==> src/rtl/updown_mod_counter.sv <==
// updown_mod_counter
//   Up/down counter over the range 0..MAX_VAL with parallel load, synchronous
//   clear, terminal-count detection, a one-cycle bound-event pulse and a sticky
//   overflow/underflow flag. It either wraps or saturates at the bounds.
//
// Parameters
//   WIDTH     counter width in bits (>= 2)
//   MAX_VAL   highest count value (< 2**WIDTH)
//   SATURATE  0 = wrap at bounds, 1 = hold at bounds
//   RST_VAL   count after reset or clear (<= MAX_VAL)
//
// Ports
//   clk       rising-edge clock
//   rst       asynchronous reset, active-high
//   clr       synchronous clear (highest priority)
//   en        count enable (lowest priority)
//   load      synchronous parallel load
//   load_val  load value, clamped to MAX_VAL
//   up        direction: 1 = increment, 0 = decrement
//   ovf_clr   clears the sticky ovf flag
//   count     current count (registered)
//   tc        terminal count for the current direction (combinational)
//   wrap_p    registered pulse, high the cycle after a bound event
//   ovf       sticky bound-event flag (registered)
module updown_mod_counter #(
    parameter int unsigned WIDTH    = 8,
    parameter int unsigned MAX_VAL  = 255,
    parameter int unsigned SATURATE = 0,
    parameter int unsigned RST_VAL  = 0
) (
    input  logic             clk,
    input  logic             rst,
    input  logic             clr,
    input  logic             en,
    input  logic             load,
    input  logic [WIDTH-1:0] load_val,
    input  logic             up,
    input  logic             ovf_clr,
    output logic [WIDTH-1:0] count,
    output logic             tc,
    output logic             wrap_p,
    output logic             ovf
);

    localparam logic [WIDTH-1:0] MaxCount = WIDTH'(MAX_VAL);
    localparam logic [WIDTH-1:0] RstCount = WIDTH'(RST_VAL);
    localparam logic [WIDTH-1:0] One      = WIDTH'(1);
    localparam bit               SatMode  = (SATURATE != 0);

    logic [WIDTH-1:0] count_q, count_d;
    logic             wrap_q, wrap_d;
    logic             ovf_q, ovf_d;
    logic             bound;

    always_comb begin
        count_d = count_q;
        bound   = 1'b0;
        if (clr) begin
            count_d = RstCount;
        end else if (load) begin
            count_d = (load_val > MaxCount) ? MaxCount : load_val;
        end else if (en) begin
            if (up) begin
                if (count_q == MaxCount) begin
                    bound   = 1'b1;
                    count_d = SatMode ? MaxCount : '0;
                end else begin
                    count_d = count_q + One;
                end
            end else begin
                if (count_q == '0) begin
                    bound   = 1'b1;
                    count_d = SatMode ? '0 : MaxCount;
                end else begin
                    count_d = count_q - One;
                end
            end
        end
    end

    // bound can only be raised on the enable path, so clr/load already mask it.
    always_comb begin
        wrap_d = bound;
        if (clr) begin
            ovf_d = 1'b0;
        end else if (bound) begin
            ovf_d = 1'b1;  // a set beats a simultaneous ovf_clr
        end else if (ovf_clr) begin
            ovf_d = 1'b0;
        end else begin
            ovf_d = ovf_q;
        end
    end

    always_ff @(posedge clk or posedge rst) begin
        if (rst) begin
            count_q <= RstCount;
            wrap_q  <= 1'b0;
            ovf_q   <= 1'b0;
        end else begin
            count_q <= count_d;
            wrap_q  <= wrap_d;
            ovf_q   <= ovf_d;
        end
    end

    assign count  = count_q;
    assign wrap_p = wrap_q;
    assign ovf    = ovf_q;
    assign tc     = (up & (count_q == MaxCount)) | (~up & (count_q == '0));

endmodule

==> config.mk <==
export PLATFORM = sky130hd
export DESIGN_NAME = updown_mod_counter
export DESIGN_NICKNAME = d
export VERILOG_FILES = /design/src/rtl/updown_mod_counter.sv
export SDC_FILE = /design/constraint.sdc
export NUM_CORES = 1
export LEC_CHECK = 0
export BUFFER_PORTS_ARGS = -buffer_cell sky130_fd_sc_hd__buf_2
export CORE_ASPECT_RATIO = 1.1
export CORE_MARGIN = 5
export CORE_UTILIZATION = 53
export CTS_BUF_LIST = sky130_fd_sc_hd__clkbuf_2 sky130_fd_sc_hd__clkbuf_4 sky130_fd_sc_hd__clkbuf_8
export DETAILED_ROUTE_END_ITERATION = 12
export PLACE_DENSITY = 0.91
export SLEW_MARGIN = 15
export SYNTH_ARGS = -nofsm -noshare
export SYNTH_HDL_FRONTEND = slang
export SYNTH_SLANG_ARGS = --single-unit
==> constraint.sdc <==
create_clock -name clk -period 2.5 [get_ports clk]
set_clock_uncertainty 0.1 [all_clocks]
set_input_delay 0.5 -clock clk [delete_from_list [all_inputs] [get_ports clk]]
set_output_delay 0.5 -clock clk [all_outputs]
set_load 0.01 [all_outputs]
==> results of run 1 <==
[logic make-up after synthesis]
kind of cell / after synthesis / share of synthesized area [%]
buffers and inverters: 18 / 8.39
adder cells (fa/ha/maj): 3 / 4.00
AND/OR/NAND/NOR: 49 / 28.2
flip-flops: 10 / 26.6
multiplexers: 3 / 3.20
AO/OA/AOI/OAI: 35 / 24.9
XOR/XNOR: 5 / 4.66
[placed cells by master (no fill, tap or decap), types with 2 or more instances in the layout]
cell type  Yosys  final
dfrtp_1       10      8
xnor2_1        2      2
ha_1           3      3
a21oi_1       10     10
nand2_1       11     11
clkbuf_4       0      3
mux2i_1        3      3
nor4_1         3      3
inv_1          7      7
buf_2          3     25
xor2_1         3      3
nand3_1        5      5
nor3_1         2      2
a211oi_1       3      3
nor2_1        16     16
dfrtp_2        0      2
o21ai_0        8      8
nor3b_1        2      2
o31ai_1        2      2
[layout make-up]
type	count	area [µm²]
fill	167	682
timing repair buffer	25	125
clock buffer	3	22.5
sequential	10	253
inverter	7	26.3
multi-input combinational	95	611
tap	18	22.5
[worst max-delay path: cells and delay by family, from the launching register on]
| family | cells | cell delay (ps) |
|---|---|---|
| flops | 1 | 460 |
| simple gates | 2 | 390 |
| fa+ha+maj | 1 | 290 |
| buf+inv | 1 | 190 |
| compound gates | 1 | 150 |
[report_power, final]
part / switching [mW] / internal [mW]
Combinational: 0.0884 / 0.0692
Sequential: 0.0317 / 0.173
Clock: 0.0596 / 0.0559
[stage by stage]
step                      instances  util, %  hold slack, ps
after floorplan                 123        -             240
after CTS                       158     60.7            99.8
after global routing            158     60.8             128
final                           158     60.8            96.0
after detailed placement        155     59.4             404
after global placement          155     59.4             402
[timing repair]
item,4_1_cts,5_1_grt
resized for setup,0,2
endpoints found under the hold margin,0,0
endpoints found under the setup margin,0,1
[state kept, by name (all words and copies together) (netlist names)]
signal  flops
count       8
ovf         1
wrap_p      1
[final timing paths]
kind / start / endpoint / slack, ps / cells after the start
min in group clk: load_val[1] / count[1]$_DFFE_PP0P_ / 370 / 3
hold reg to reg: ovf$_DFFE_PP0P_ / ovf$_DFFE_PP0P_ / 530 / 3
max in group asynchronous: rst / count[0]$_DFFE_PP0P_ / 1900 / 2
hold / removal: rst / count[5]$_DFFE_PP0P_ / 100 / 2
setup reg to reg: count[0]$_DFFE_PP0P_ / count[3]$_DFFE_PP0P_ / 570 / 6
setup / recovery: count[1]$_DFFE_PP0P_ / tc / 140 / 5
[routing by layer]
| layer | vias to the layer above | routed length, µm | global-route usage (%) |
|---|---|---|---|
| met3 | 15 | 248 | 4.99 |
| met2 | 65 | 1240 | 33.7 |
| met5 | - | 0 | 0 |
| li1 | 480 | - | - |
| met1 | 440 | 1050 | 24.9 |
| met4 | 0 | 125 | 14.8 |
==> summary.txt, run 1 <==
Run status
  • Outcome: complete, no violations

Routing
  • Residual DRC count: 0
  • Vias per cell: 6.33
  • Drt pass-1 iters: 5
  • Post-Route WL: 2670 µm
  • Wirelength per Cell: roughly 17 µm
  • Antenna viol nets, final: 0
  • Iteration-0 DRC Markers: 56
  • DR vias: 1000

Power and ir drop
  • Power Total: 0.478 mW
  • Pleak: 0.486 nW
  • Power per cell area: 451 nW/µm²
  • Peak VDD IR: 0.300 mV

Layout
  • N_diodes: 0
  • Nets: 160
  • Non-Filler Cell Area, Final: about 1100 µm²
  • Layout Area Growth over Synthesis: 12.8%
  • Share of layout cells above drive strength 1: 25.0%

Global route
  • Aggregate global routing overflow: 0
  • Antenna violations before repair: 0
  • Gr usage total: 21.1%
  • Vias in the first global route: 940
  • First-pass GRT wire length: 4270 µm
  • Largest net degree at the start of global routing: 22

Clock tree
  • Clock-pin slew on the worst setup and hold paths: 60 ps
  • Clk buf depth: 2
  • H-tree depth: 1
  • TritonCTS Buffers: 3
  • Clk_lat worst skew: ~280 ps
  • CTS sink count: 10
  • Root Driver: clkbuf_4
  • CTS tree: yes
  • Hold Buf Count CTS: 0
  • Postcts setup bufs: 0

Timing
  • Final WS setup: 139 ps
  • Least-Margin Pin Slew: 431 ps
  • Final Max Slew Viols: 0
  • RSZ-0062 raised after global routing: no
  • Setup violators final: 0
  • Final min period: 2360 ps
  • Rel. slew slack: 71.2%
  • TNS Setup: 0 ps
  • Fmax achieved: 424 MHz
  • Fin. Hold Viols: 0
  • Final period util: between 90% and 100%

Die
  • Core box area: 1740 µm²
  • Die height: 54.2 µm
  • DIE WIDTH: 50.1 µm
  • Row cnt: 16
  • Die area: 2720 µm²
  • Initial Util: 54.0%
  • Io pins: 26

Critical path
  • Crit end category: primary output
  • CP max-delay cell: dfrtp_2
  • CP peak stage delay: 460 ps
  • Worst Path Arrival: between 1500 and 2000 ps
  • Setup CP Type: register to primary output
  • Worst endpoint required time: 1900 ps
  • Worst-path cell chain: ha_1 -> and4_1 -> nand3_1 -> o21ai_0 -> buf_2
  • Worst Setup Start Kind: register
  • Crit Path Max Fanout: 10

Place
  • DP HPWL: 1910 µm
  • Number of port buffers: 25
  • Placement Setup Slack: 406 ps
  • Placed inst area: approximately 1000 µm²
  • Gp weighted congestion: roughly 0.93

Yosys
  • Syn_nets: 141
  • Synth warnings: 0
  • Main area contributors after synthesis: dfrtp_1 (27%), nor2_1 (6.4%), a21oi_1 (5.3%), nand2_1 (4.4%), o21ai_0 (4.3%)
  • Most common cell in the synthesized netlist: nor2_1
  • Post-synth EDFFs: 0
  • Netlist cell types: 42
  • Post-synth top area share: 26.6%
  • Fraction of registers with async set/reset: 100%
  • Flops & latches, synth: 10
  • Gate Count Post-Synth: 123
  • Post-synth top cells: nor2_1 (16), nand2_1 (11), a21oi_1 (10), dfrtp_1 (10), o21ai_0 (8)
  • Post-Syn Area: 940 µm²
  • Sequential area share after synthesis: approximately a quarter
  • Area leader, netlist: dfrtp_1
  • Most used DFF post-synth: dfrtp_1
  • Post-Syn Area per Cell: 7.64 µm²

Hold path
  • HP Class: input port to asynchronous set/reset pin

Job
  • MaxCap Viol Count: 0
Note: power is estimated with default switching activity, not from simulation.
==> inputs of run 2 (changes only) <==
--- a/config.mk
+++ b/config.mk
@@ -11,6 +11,7 @@
 export CORE_UTILIZATION = 53
 export CTS_BUF_LIST = sky130_fd_sc_hd__clkbuf_2 sky130_fd_sc_hd__clkbuf_4 sky130_fd_sc_hd__clkbuf_8
 export DETAILED_ROUTE_END_ITERATION = 12
+export MAX_ROUTING_LAYER = met4
 export PLACE_DENSITY = 0.91
 export SLEW_MARGIN = 15
 export SYNTH_ARGS = -nofsm -noshare
==> run 2 against run 1 <==
Against the previous run: register-to-register slack about the same; final cell count unchanged; flip-flop and latch count unchanged; critical path type unchanged; largest cell class unchanged.
==> summary.txt, run 2 (synthesis results as in run 1) <==
Critical path
  • Crit Path Max Fanout: 10 (unchanged)
  • Setup CP Type: register to primary output
  • Crit end category: primary output
  • Worst Path Arrival: 1760 ps (about the same)
  • Worst endpoint required time: 1900 ps (about the same)
  • Worst Setup Start Kind: register

Clock tree
  • H-tree depth: 1 (unchanged)
  • Root Driver: clkbuf_4
  • CTS tree: yes
  • CTS sink count: 10 (unchanged)
  • TritonCTS Buffers: 3 (unchanged)
  • Clk buf depth: 2 (unchanged)
  • Clock-pin slew on the worst setup and hold paths: 60 ps (about the same)
  • Clk_lat worst skew: 280 ps (about the same)

Global route
  • Gr usage total: 21.7% (+0.61 points)
  • Largest net degree at the start of global routing: 22 (unchanged)
  • Vias in the first global route: 941 (+0.11%)
  • Aggregate global routing overflow: 0 (unchanged)
  • Antenna violations before repair: 0 (unchanged)
  • First-pass GRT wire length: 4280 µm (+0.16%)

Die
  • Die area: 2720 µm² (unchanged)
  • Core box area: 1740 µm² (unchanged)
  • Initial Util: 54.0% (unchanged)
  • DIE WIDTH: 50.1 µm (unchanged)
  • Die height: 54.2 µm (unchanged)
  • Io pins: 26 (unchanged)
  • Row cnt: 16 (unchanged)

Layout
  • N_diodes: 0 (unchanged)
  • Share of layout cells above drive strength 1: 25.0% (unchanged)
  • Nets: 160 (unchanged)
  • Most common cell after layout, fill and taps aside: buf_2
  • Layout Area Growth over Synthesis: 12.8% (unchanged)
  • Most frequent cells in the layout: buf_2 (25), nor2_1 (16), nand2_1 (11), a21oi_1 (10)
  • Max reg flops: 8 (unchanged)
  • Fin util: 60.8% (unchanged)

Timing
  • Fmax achieved: 424 MHz (+0.15%)
  • Final Max Slew Viols: 0 (unchanged)
  • TNS Setup: 0 ps (unchanged)
  • Least-Margin Pin Slew: 430 ps (-0.834 ps)
  • Rel. slew slack: 71.3% (about the same)
  • Final period util: 94.3% (-0.15 points)
  • RSZ-0062 raised after global routing: no
  • Fin. Hold Viols: 0 (unchanged)
  • Final min period: 2360 ps (-3.63 ps)
  • Setup violators final: 0 (unchanged)

Routing
  • Iteration-0 DRC Markers: 59 (+5.4%)
  • Antenna viol nets, final: 0 (unchanged)
  • Post-Route WL: 2620 µm (-1.6%)
  • DR vias: 985 (-1.5%)
  • Drt pass-1 iters: 4 (-1)
  • Vias per cell: 6.23 (-1.5%)
  • Residual DRC count: 0 (unchanged)
  • Wirelength per Cell: 16.6 µm (-1.6%)

Power and ir drop
  • Pleak: 0.486 nW (unchanged)
  • Power Total: 0.477 mW (-0.17%)
  • Power per cell area: 450 nW/µm² (-0.17%)
  • Peak VDD IR: 0.299 mV (-0.33%)

Place
  • DP HPWL: 1910 µm (unchanged)
  • Gp weighted congestion: 0.949 (+1.8%)
  • Number of port buffers: 25 (unchanged)

Run status
  • Outcome: complete, no violations

Hold path
  • HP Class: input port to asynchronous set/reset pin

Job
  • MaxCap Viol Count: 0 (unchanged)
run 2: cell counts in the layout (fill, tap and decap cells not counted):
Identical to the previous run, type by type.
run 2: cell type report:
| cell class | count | area [µm²] |
|---|---|---|
| sequential | 10 | 253 |
| timing repair buffer | 25 | 125 |
| inverter | 7 | 26.3 |
| fill | 167 | 682 |
| multi-input combinational | 95 | 611 |
| tap | 18 | 22.5 |
| clock buffer | 3 | 22.5 |
run 2: metrics by stage:
stage | setup WS, ps | area, µm² | std cells | hold slack (ps)
after floorplan | 541 | 940 | 123 | 240
after global placement | 487 | 1030 | 155 | 402
after detailed placement | 406 | 1030 | 155 | 404
after CTS | 71.4 | 1060 | 158 | 99.8
after global routing | 20.7 | 1060 | 158 | 128
final | 143 | 1060 | 158 | 96.8
run 2: final timing paths:
check / from / end / slack (ps) / cells after the start
setup / recovery: count[1]$_DFFE_PP0P_ / tc / 140 / 5
hold / removal: rst / count[5]$_DFFE_PP0P_ / 100 / 2
setup reg to reg: count[0]$_DFFE_PP0P_ / count[3]$_DFFE_PP0P_ / 570 / 6
hold reg to reg: ovf$_DFFE_PP0P_ / ovf$_DFFE_PP0P_ / 530 / 3
max in group asynchronous: rst / count[0]$_DFFE_PP0P_ / 1900 / 2
min in group clk: load_val[1] / count[1]$_DFFE_PP0P_ / 370 / 3
run 2: timing repair:
item,CTS,global route
gates resized for setup,0,2
hold buffers,0,0
buffers inserted,0,0
endpoints found under the setup margin,0,1
hold endpoints to repair,0,0
run 2: metal layers:
layer  vias to the layer above  part of all wire [%]  GRT usage, %
met2                        66                    48          33.7
met4                         0                   4.0          14.8
met3                        11                    10          4.99
met1                       434                    38          24.9
li1                        474                     -             -
met5                         -                     0             -
run 2: critical path, cell delays in order, from the launching register on:
cell and delay (ps):
dfrtp_2 460, ha_1 290, and4_1 270, nand3_1 110, o21ai_0 150, buf_2 190
run 2: power breakdown:
group | switching [mW] | internal (mW)
logic | 0.0879 | 0.0692
registers | 0.0314 | 0.173
clock network | 0.0595 | 0.0560
total | 0.179 | 0.298
